===== src/rtl/tlul_err_resp_q_if.sv =====
// TL-UL 32-bit host<->device channel bundle for the queued error responder.
// master = host side, slave = device side.
interface tlul_err_resp_q_if;
  logic        a_valid;
  logic [2:0]  a_opcode;
  logic [2:0]  a_param;
  logic [1:0]  a_size;
  logic [7:0]  a_source;
  logic [31:0] a_address;
  logic [3:0]  a_mask;
  logic [31:0] a_data;
  logic [7:0]  a_user;
  logic        a_ready;

  logic        d_valid;
  logic [2:0]  d_opcode;
  logic [2:0]  d_param;
  logic [1:0]  d_size;
  logic [7:0]  d_source;
  logic        d_sink;
  logic [31:0] d_data;
  logic [7:0]  d_user;
  logic        d_error;
  logic        d_ready;

  modport master (
    output a_valid, a_opcode, a_param,
    output a_size, a_source, a_address,
    output a_mask, a_data, a_user,
    output d_ready,
    input  a_ready,
    input  d_valid, d_opcode, d_param,
    input  d_size, d_source, d_sink,
    input  d_data, d_user, d_error
  );

  modport slave (
    input  a_valid, a_opcode, a_param,
    input  a_size, a_source, a_address,
    input  a_mask, a_data, a_user,
    input  d_ready,
    output a_ready,
    output d_valid, d_opcode, d_param,
    output d_size, d_source, d_sink,
    output d_data, d_user, d_error
  );
endinterface


===== src/rtl/tlul_err_resp_q.sv =====
// Queued TL-UL error responder for unmapped space, Depth outstanding requests.
// Optional error logging enabled by defining TLUL_ERR_RESP_LOG_EN.
module tlul_err_resp_q #(
  parameter int unsigned Depth   = 2,
  parameter logic [31:0] ErrData = 32'hFFFF_FFFF,
  parameter int unsigned CntW    = 16
) (
  input  logic            clk_i,
  input  logic            rst_ni,
  tlul_err_resp_q_if.slave tl_h,
  input  logic            err_clr_i,
  output logic [CntW-1:0] err_cnt_o,
  output logic [31:0]     err_addr_o,
  output logic            err_seen_o
);

  localparam int unsigned OccW = $clog2(Depth + 1);
  localparam int unsigned PtrW = (Depth > 1) ? $clog2(Depth) : 1;

  localparam logic [2:0] OpGet     = 3'd4;
  localparam logic [2:0] OpAck     = 3'd0;
  localparam logic [2:0] OpAckData = 3'd1;

  logic [OccW-1:0] occ_q, occ_d;
  logic [PtrW-1:0] wptr_q, wptr_d;
  logic [PtrW-1:0] rptr_q, rptr_d;

  logic [7:0] src_mem  [Depth];
  logic [1:0] size_mem [Depth];
  logic [2:0] op_mem   [Depth];

  logic full, empty, push, pop;

  assign full  = (occ_q == OccW'(Depth));
  assign empty = (occ_q == '0);
  assign push  = tl_h.a_valid & ~full;
  assign pop   = tl_h.d_ready & ~empty;

  function automatic logic [PtrW-1:0] ptr_inc(
    input logic [PtrW-1:0] p
  );
    if (p == PtrW'(Depth - 1)) return '0;
    return p + PtrW'(1);
  endfunction

  always_comb begin
    occ_d  = occ_q;
    wptr_d = wptr_q;
    rptr_d = rptr_q;
    unique case ({push, pop})
      2'b10:   occ_d = occ_q + OccW'(1);
      2'b01:   occ_d = occ_q - OccW'(1);
      default: occ_d = occ_q;
    endcase
    if (push) wptr_d = ptr_inc(wptr_q);
    if (pop)  rptr_d = ptr_inc(rptr_q);
  end

  always_ff @(posedge clk_i) begin
    if (!rst_ni) begin
      occ_q  <= '0;
      wptr_q <= '0;
      rptr_q <= '0;
    end else begin
      occ_q  <= occ_d;
      wptr_q <= wptr_d;
      rptr_q <= rptr_d;
    end
  end

  // Storage is deliberately not reset; d_* are gated by empty instead.
  always_ff @(posedge clk_i) begin
    if (push) begin
      src_mem[wptr_q]  <= tl_h.a_source;
      size_mem[wptr_q] <= tl_h.a_size;
      op_mem[wptr_q]   <= tl_h.a_opcode;
    end
  end

  assign tl_h.a_ready  = ~full;
  assign tl_h.d_valid  = ~empty;
  assign tl_h.d_opcode = (!empty && op_mem[rptr_q] != OpGet)
                         ? OpAck : OpAckData;
  assign tl_h.d_source = empty ? '0 : src_mem[rptr_q];
  assign tl_h.d_size   = empty ? '0 : size_mem[rptr_q];
  assign tl_h.d_data   = ErrData;
  assign tl_h.d_error  = 1'b1;
  assign tl_h.d_param  = '0;
  assign tl_h.d_sink   = 1'b0;
  assign tl_h.d_user   = '0;

`ifdef TLUL_ERR_RESP_LOG_EN
  logic [CntW-1:0] cnt_q, cnt_d;
  logic [31:0]     addr_q, addr_d;
  logic            seen_q, seen_d;

  // An accept in the same cycle as a clear wins and counts as one.
  always_comb begin
    cnt_d  = cnt_q;
    addr_d = addr_q;
    seen_d = seen_q;
    if (err_clr_i) begin
      cnt_d  = '0;
      seen_d = 1'b0;
    end
    if (push) begin
      addr_d = tl_h.a_address;
      seen_d = 1'b1;
      if (err_clr_i)   cnt_d = CntW'(1);
      else if (&cnt_q) cnt_d = cnt_q;
      else             cnt_d = cnt_q + CntW'(1);
    end
  end

  always_ff @(posedge clk_i) begin
    if (!rst_ni) begin
      cnt_q  <= '0;
      addr_q <= '0;
      seen_q <= 1'b0;
    end else begin
      cnt_q  <= cnt_d;
      addr_q <= addr_d;
      seen_q <= seen_d;
    end
  end

  assign err_cnt_o  = cnt_q;
  assign err_addr_o = addr_q;
  assign err_seen_o = seen_q;

  logic unused_sig;
  assign unused_sig = ^{tl_h.a_param, tl_h.a_mask,
                        tl_h.a_data, tl_h.a_user};
`else
  assign err_cnt_o  = '0;
  assign err_addr_o = '0;
  assign err_seen_o = 1'b0;

  logic unused_sig;
  assign unused_sig = ^{tl_h.a_param, tl_h.a_mask,
                        tl_h.a_data, tl_h.a_user,
                        tl_h.a_address, err_clr_i};
`endif

endmodule


===== src/flat_wrapper.sv =====
// flat-port wrapper written by rule: the top's interface ports become plain ports
module tlul_err_resp_q_flat 
#(
  parameter int unsigned Depth   = 2,
  parameter logic [31:0] ErrData = 32'hFFFF_FFFF,
  parameter int unsigned CntW    = 16
)
  (clk_i, rst_ni, err_clr_i, err_cnt_o, err_addr_o, err_seen_o, tl_h_a_valid, tl_h_a_opcode, tl_h_a_param, tl_h_a_size, tl_h_a_source, tl_h_a_address, tl_h_a_mask, tl_h_a_data, tl_h_a_user, tl_h_d_ready, tl_h_a_ready, tl_h_d_valid, tl_h_d_opcode, tl_h_d_param, tl_h_d_size, tl_h_d_source, tl_h_d_sink, tl_h_d_data, tl_h_d_user, tl_h_d_error);
  tlul_err_resp_q_if tl_h_i ();
  input  logic clk_i;
  input  logic rst_ni;
  input  logic err_clr_i;
  output logic [CntW-1:0] err_cnt_o;
  output logic [31:0] err_addr_o;
  output logic err_seen_o;
  input wire logic [$bits(tl_h_i.a_valid)-1:0] tl_h_a_valid;
  input wire logic [$bits(tl_h_i.a_opcode)-1:0] tl_h_a_opcode;
  input wire logic [$bits(tl_h_i.a_param)-1:0] tl_h_a_param;
  input wire logic [$bits(tl_h_i.a_size)-1:0] tl_h_a_size;
  input wire logic [$bits(tl_h_i.a_source)-1:0] tl_h_a_source;
  input wire logic [$bits(tl_h_i.a_address)-1:0] tl_h_a_address;
  input wire logic [$bits(tl_h_i.a_mask)-1:0] tl_h_a_mask;
  input wire logic [$bits(tl_h_i.a_data)-1:0] tl_h_a_data;
  input wire logic [$bits(tl_h_i.a_user)-1:0] tl_h_a_user;
  input wire logic [$bits(tl_h_i.d_ready)-1:0] tl_h_d_ready;
  output wire logic [$bits(tl_h_i.a_ready)-1:0] tl_h_a_ready;
  output wire logic [$bits(tl_h_i.d_valid)-1:0] tl_h_d_valid;
  output wire logic [$bits(tl_h_i.d_opcode)-1:0] tl_h_d_opcode;
  output wire logic [$bits(tl_h_i.d_param)-1:0] tl_h_d_param;
  output wire logic [$bits(tl_h_i.d_size)-1:0] tl_h_d_size;
  output wire logic [$bits(tl_h_i.d_source)-1:0] tl_h_d_source;
  output wire logic [$bits(tl_h_i.d_sink)-1:0] tl_h_d_sink;
  output wire logic [$bits(tl_h_i.d_data)-1:0] tl_h_d_data;
  output wire logic [$bits(tl_h_i.d_user)-1:0] tl_h_d_user;
  output wire logic [$bits(tl_h_i.d_error)-1:0] tl_h_d_error;
  assign tl_h_i.a_valid = tl_h_a_valid;
  assign tl_h_i.a_opcode = tl_h_a_opcode;
  assign tl_h_i.a_param = tl_h_a_param;
  assign tl_h_i.a_size = tl_h_a_size;
  assign tl_h_i.a_source = tl_h_a_source;
  assign tl_h_i.a_address = tl_h_a_address;
  assign tl_h_i.a_mask = tl_h_a_mask;
  assign tl_h_i.a_data = tl_h_a_data;
  assign tl_h_i.a_user = tl_h_a_user;
  assign tl_h_i.d_ready = tl_h_d_ready;
  assign tl_h_a_ready = tl_h_i.a_ready;
  assign tl_h_d_valid = tl_h_i.d_valid;
  assign tl_h_d_opcode = tl_h_i.d_opcode;
  assign tl_h_d_param = tl_h_i.d_param;
  assign tl_h_d_size = tl_h_i.d_size;
  assign tl_h_d_source = tl_h_i.d_source;
  assign tl_h_d_sink = tl_h_i.d_sink;
  assign tl_h_d_data = tl_h_i.d_data;
  assign tl_h_d_user = tl_h_i.d_user;
  assign tl_h_d_error = tl_h_i.d_error;
  tlul_err_resp_q #(.Depth(Depth), .ErrData(ErrData), .CntW(CntW)) u_core (.clk_i(clk_i), .rst_ni(rst_ni), .tl_h(tl_h_i), .err_clr_i(err_clr_i), .err_cnt_o(err_cnt_o), .err_addr_o(err_addr_o), .err_seen_o(err_seen_o));
endmodule

===== config.mk =====
export PLATFORM = sky130hd
export DESIGN_NAME = tlul_err_resp_q_flat
export DESIGN_NICKNAME = d
export VERILOG_FILES = /design/src/rtl/tlul_err_resp_q_if.sv /design/src/rtl/tlul_err_resp_q.sv /design/src/flat_wrapper.sv
export SDC_FILE = /design/constraint.sdc
export NUM_CORES = 1
export LEC_CHECK = 0
export CAP_MARGIN = 20
export CORE_UTILIZATION = 31
export DETAILED_ROUTE_END_ITERATION = 16
export PLACE_DENSITY = 0.88
export SLEW_MARGIN = 20
export SYNTH_ARGS = -nofsm -noshare
export SYNTH_HDL_FRONTEND = slang
export SYNTH_SLANG_ARGS = --single-unit

===== constraint.sdc =====
create_clock -name clk_i -period 4.4 [get_ports clk_i]
set_input_delay 0.88 -clock clk_i [delete_from_list [all_inputs] [get_ports clk_i]]
set_output_delay 0.88 -clock clk_i [all_outputs]
set_load 0.01 [all_outputs]

# == After elaboration in Yosys (flattened, before gate mapping) ==
# Memory sizes are Yosys's and may differ from the RTL's. A register that Yosys moved wholly into a read port is not among the register bits.
# Index checks and enable logic that the tools add are counted.
# word_totals
in_bits,97
output_inout_bits,109
n_memories,3
wordCells,42
ramBits,26
regBits,4
# mem_list
name,words,width,rd,rd_clocked_by_memory_dff,wr,line_no,rtl
u_core.src_mem,2,8,1,1,1,tlul_err_resp_q.sv:28,logic [7:0] src_mem [Depth];
u_core.op_mem,2,3,1,1,1,tlul_err_resp_q.sv:30,logic [2:0] op_mem [Depth];
u_core.size_mem,2,2,1,1,1,tlul_err_resp_q.sv:29,logic [1:0] size_mem [Depth];
# classes
addsub,4
n_eq_ne,4
muxes,20
n_bitwise,4
reduce_logical,4
# op_table
operator,count
1-bit two-way mux,17
8-bit two-way mux,1
2-bit equality test (second input constant),2
2-bit one-hot mux with 2 select lines,1
3-bit inequality test (second input constant),1
1-bit adder (second input constant),2
2-bit by 1-bit adder with 2-bit output (second input constant),1
1-bit AND,2
2-bit by 1-bit equality test with 1-bit output (second input constant),1
2-bit zero test,1
2-bit two-way mux,1
1-bit inverter,2
2-bit nonzero test,1
2-bit by 1-bit subtractor with 2-bit output (second input constant),1
1-bit logical AND,1
1-bit zero test,1

# == Depth between registers and ports, before layout ==
# depth
ltp_word,7
depth_mapped,6
mapped_depth_nobuf,6

# == Worst setup path after synthesis ==
# Ideal clock, no wire load.
# synth_path
path_type,in2reg
start,input tl_h_d_ready
end,register u_core.occ_q[1]
t_arrival_ps,1852
required_ps,4330
path_buffers,0
path_stages,5
slack_ps,2478
cell_sequence,o21ai_0 inv_1 ha_1 or3_1 a21boi_1
# synth_via
elab_chain_len,3
word_cells_on_any_way,5
classes_between,eq/ne (2); mux (1); bitwise (1); reduce/logical (1)
# synth_rtl
element,line_no,rtl
"start, declared",flat_wrapper.sv:25,input wire logic [$bits(tl_h_i.d_ready)-1:0] tl_h_d_ready;
1-bit AND *,tlul_err_resp_q.sv:37,assign pop = tl_h.d_ready & ~empty;
net u_core.pop,tlul_err_resp_q.sv:32,"logic full, empty, push, pop;"
2-bit by 1-bit equality test with 1-bit output / 2-bit equality test (equally long branches),tlul_err_resp_q.sv:50,"unique case ({push, pop})"
2-bit one-hot mux with 2 select lines / 2-bit nonzero test (equally long branches),n/a,
"end signal, assigned",tlul_err_resp_q.sv:61,occ_q <= '0;
"end signal, assigned",tlul_err_resp_q.sv:65,occ_q <= occ_d;
"end, declared",tlul_err_resp_q.sv:24,"logic [OccW-1:0] occ_q, occ_d;"
# The timed path passes the listed nets; every way through them passes the cells marked *.
# A chain may end at the register's enable or synchronous reset.

# == Worst setup path in the final report ==
# layout_path
start,register u_core.occ_q[0]
end,output tl_h_d_opcode[0]
# layout_via
elab_chain_len,4
# layout_rtl
element,line_no,rtl
2-bit zero test,tlul_err_resp_q.sv:35,assign empty = (occ_q == '0);
1-bit zero test,tlul_err_resp_q.sv:82,assign tl_h.d_opcode = (!empty && op_mem[rptr_q] != OpGet)
1-bit logical AND,tlul_err_resp_q.sv:82,
1-bit two-way mux,tlul_err_resp_q.sv:83,? OpAck : OpAckData;
"end, declared",flat_wrapper.sv:28,output wire logic [$bits(tl_h_i.d_opcode)-1:0] tl_h_d_opcode;
# Every way passes these cells.

==> results.cfg <==
[sta]
rsz0062_at_grt = false
fin_crit_ns = 2.89
fin_tns_setup_ns = 0
clock_skew_ns = 0.00533
final-setup-viol-count = 0
finalCritPeriodShare = 0.656
relSlewSlack = 0.489
max_freq_mhz = 347
hold_viol_final = 0
drv_slew = 0
tightestPinTransition_ns = 0.764

[flow_run]
max_cap_viol_count = 0

[routing]
first_pass_iters = 4
vias = 966
vias_per_cell = 3.41
wl_per_cell_microns = 7.95
drc = 0
drtIter0Drc = 21
drtAntennaViolNets = 0
wirelength_mm = 2.25

[place]
port_buffers = 29
gp_congestion = 0.681
hpwl_mm = 1.67

[pwr]
leakage_nw = 0.869
p_per_area_nw_per_um2 = 503
vdd_drop_max_mv = 0.383

[global_routing]
overflow = 0
antenna_found_initial = 0
grtUsageTotal = 0.0664
grt_pass1_wl_mm = 3.20
grt_max_degree = 14
grt_pass1_vias = 728

[cells_and_area]
layout.nets = 305
antenna_cells = 0
drive_gt1_frac = 0.0337
final_util = 0.337
area_delta_synth_final_pct = 4.63

[min_path]
min_path_type = reg -> reg
min_from = u_core.occ_q[1]$_SDFFE_PN0P_
hold_path_depth = 2
hold-path-endpoint = u_core.occ_q[1]$_SDFFE_PN0P_

[clocking]
cts-resized-gates = 0
clk_latency_ns = 0.28
hold_buffers = 0
clkSlewWorstSetupHoldPaths_ns = 0.06
clockBufferDepth = 2
root_buffer = clkbuf_8
cts_tree = yes
cts_setup_buffers = 0
h-tree-depth = 2
clock-sinks = 31
cts_buffers = 5

[yosys]
synth_fa_ha_area_frac = 0.00652
async_flop_share = 0
yosysTopAreaCell = edfxtp_1
yosys.area_share.simple = 0.0600
synth_top_family_by_area = buffers and inverters
seq_area_frac_synth = 0.459
synth_compound_area_frac = 0.0183
synth-xor-area-share = 0.0137
yosysMostFrequentCell = buf_4
yosysTopAreaCellShare = 0.407
synth_ff_type = edfxtp_1
ys_warn_count = 0
synthesis.area_sq_um = 1920
synthCells = 175
ys_types = 23
synth_edf_count = 26
syn-mean-instance-area_sq_um = 11.0
ys_seq_elements = 31
synth_common_cells = 96 x buf_4, 26 x edfxtp_1, 11 x nor2_1
synth.area.top_cells = edfxtp_1 41%, buf_4 38%, dfxtp_1 5.2%
synthMuxAreaShare = 0.0522

[worst_setup_path]
end_kind = output pin
timing.rr.start = u_core.occ_q[0]$_SDFFE_PN0P_
r2r_slack_ns = 2.67
cp_max_fo = 12
crit_required_ns = 3.52
crit_type = reg -> out
rr_endpoint = u_core.occ_q[1]$_SDFFE_PN0P_
crit_path_start_kind = flop
cp.arrival_ns = 2.01
r2r_cells = 5

[outcome]
status = completed

[floorplan]
io_pins = 206
die_area_sq_um = 6510
start_util = 0.322
die_width_microns = 80.7
num_rows = 28
die_h_microns = 80.7
coreArea_sq_um = 5960
[layout by cell type, fill, tap and decap left out]
cell type	Yosys	layout
nor4bb_1	1	1
edfxtp_1	26	26
nor2_1	11	11
a21boi_0	1	1
mux2i_1	10	10
clkbuf_8	0	5
and3_1	1	1
conb_1	2	96
nand2_1	1	1
ha_1	1	1
nand3b_1	1	1
clkinv_2	0	1
clkbuf_1	1	2
a21bo_2	1	1
nor4b_1	1	1
or3_1	2	2
dfxtp_1	5	5
a21boi_1	1	1
nand2b_1	1	1
and2_1	3	3
inv_1	3	3
clkdlybuf4s50_1	0	29
xnor2_1	3	3
o21ai_0	2	2
[routing by layer]
metal	global-route usage	vias up	routed length [microns]
li1	-	441	-
met1	0.0602	424	756
met2	0.125	98	1150
met3	0.0216	3	294
met4	0.0429	0	51
met5	0	-	0
[worst max-delay path, stage by stage, from the launching register on]
cell and delay, ns:
dfxtp_1 0.35, nor2_1 0.61, or3_1 0.21, clkdlybuf4s50_1 0.55
[layout make-up]
cell class / count / area [sq um]
Fill cell: 598 / 3950
Clock buffer: 7 / 76.3
Sequential cell: 31 / 881
Clock inverter: 1 / 5.00
Multi-Input combinational cell: 137 / 649
Inverter: 3 / 11.3
Timing Repair Buffer: 29 / 290
Tap cell: 75 / 93.8
[registers in the layout, summed over array words and instances (netlist names), named ones only]
register         cells
u_core.wptr_q        1
u_core.rptr_q        1
u_core.occ_q         2
u_core.src_mem      16
u_core.size_mem      4
u_core.op_mem        6
[stage by stage]
stage / worst slack (ns) / power [mW] / std cells / hold slack (ns) / cell area, sq um
final: 1.51 / 1.01 / 283 / 0.544 / 2010
after global routing: 1.38 / 1.07 / 283 / 0.599 / 2010
after CTS: 1.48 / 1.02 / 283 / 0.535 / 2010
after detailed placement: 1.77 / 0.810 / 275 / 0.526 / 1930
after global placement: 1.78 / 0.802 / 275 / 0.494 / 1930
after floorplan: 2.48 / 0.699 / 269 / 0.480 / 2270
[how the worst max path moves through the flow]
stage,from,endpoint,slack (ns),cells after the start
2_1_floorplan,tl_h_d_ready,u_core.occ_q[1]$_SDFFE_PN0P_,2.48,5
3_3_place_gp,u_core.occ_q[0]$_SDFFE_PN0P_,tl_h_d_opcode[0],1.78,3
3_5_place_dp,u_core.occ_q[0]$_SDFFE_PN0P_,tl_h_d_opcode[0],1.77,3
4_1_cts,u_core.occ_q[0]$_SDFFE_PN0P_,tl_h_d_opcode[0],1.48,3
5_1_grt,u_core.occ_q[0]$_SDFFE_PN0P_,tl_h_d_opcode[0],1.38,3
6_report,u_core.occ_q[0]$_SDFFE_PN0P_,tl_h_d_opcode[0],1.51,3
[kinds of logic (layout without fill, tap and decap cells)]
family	count (synthesis)	in the layout
fa+ha+maj	1	1
buf+inv	101	40
mux	10	10
flops	31	31
simple gates	22	22
compound gates	5	5
xor+xnor	3	3
other cells	2	96
[report_power, final]
| group | internal [mW] | switching [mW] | total [mW] |
|---|---|---|---|
| Combinational | 0.194 | 0.193 | 0.387 |
| Sequential | 0.376 | 0.0402 | 0.416 |
| Clock | 0.111 | 0.0955 | 0.206 |
| Total | 0.681 | 0.329 | 1.01 |
(Power assumes the default switching activity.)
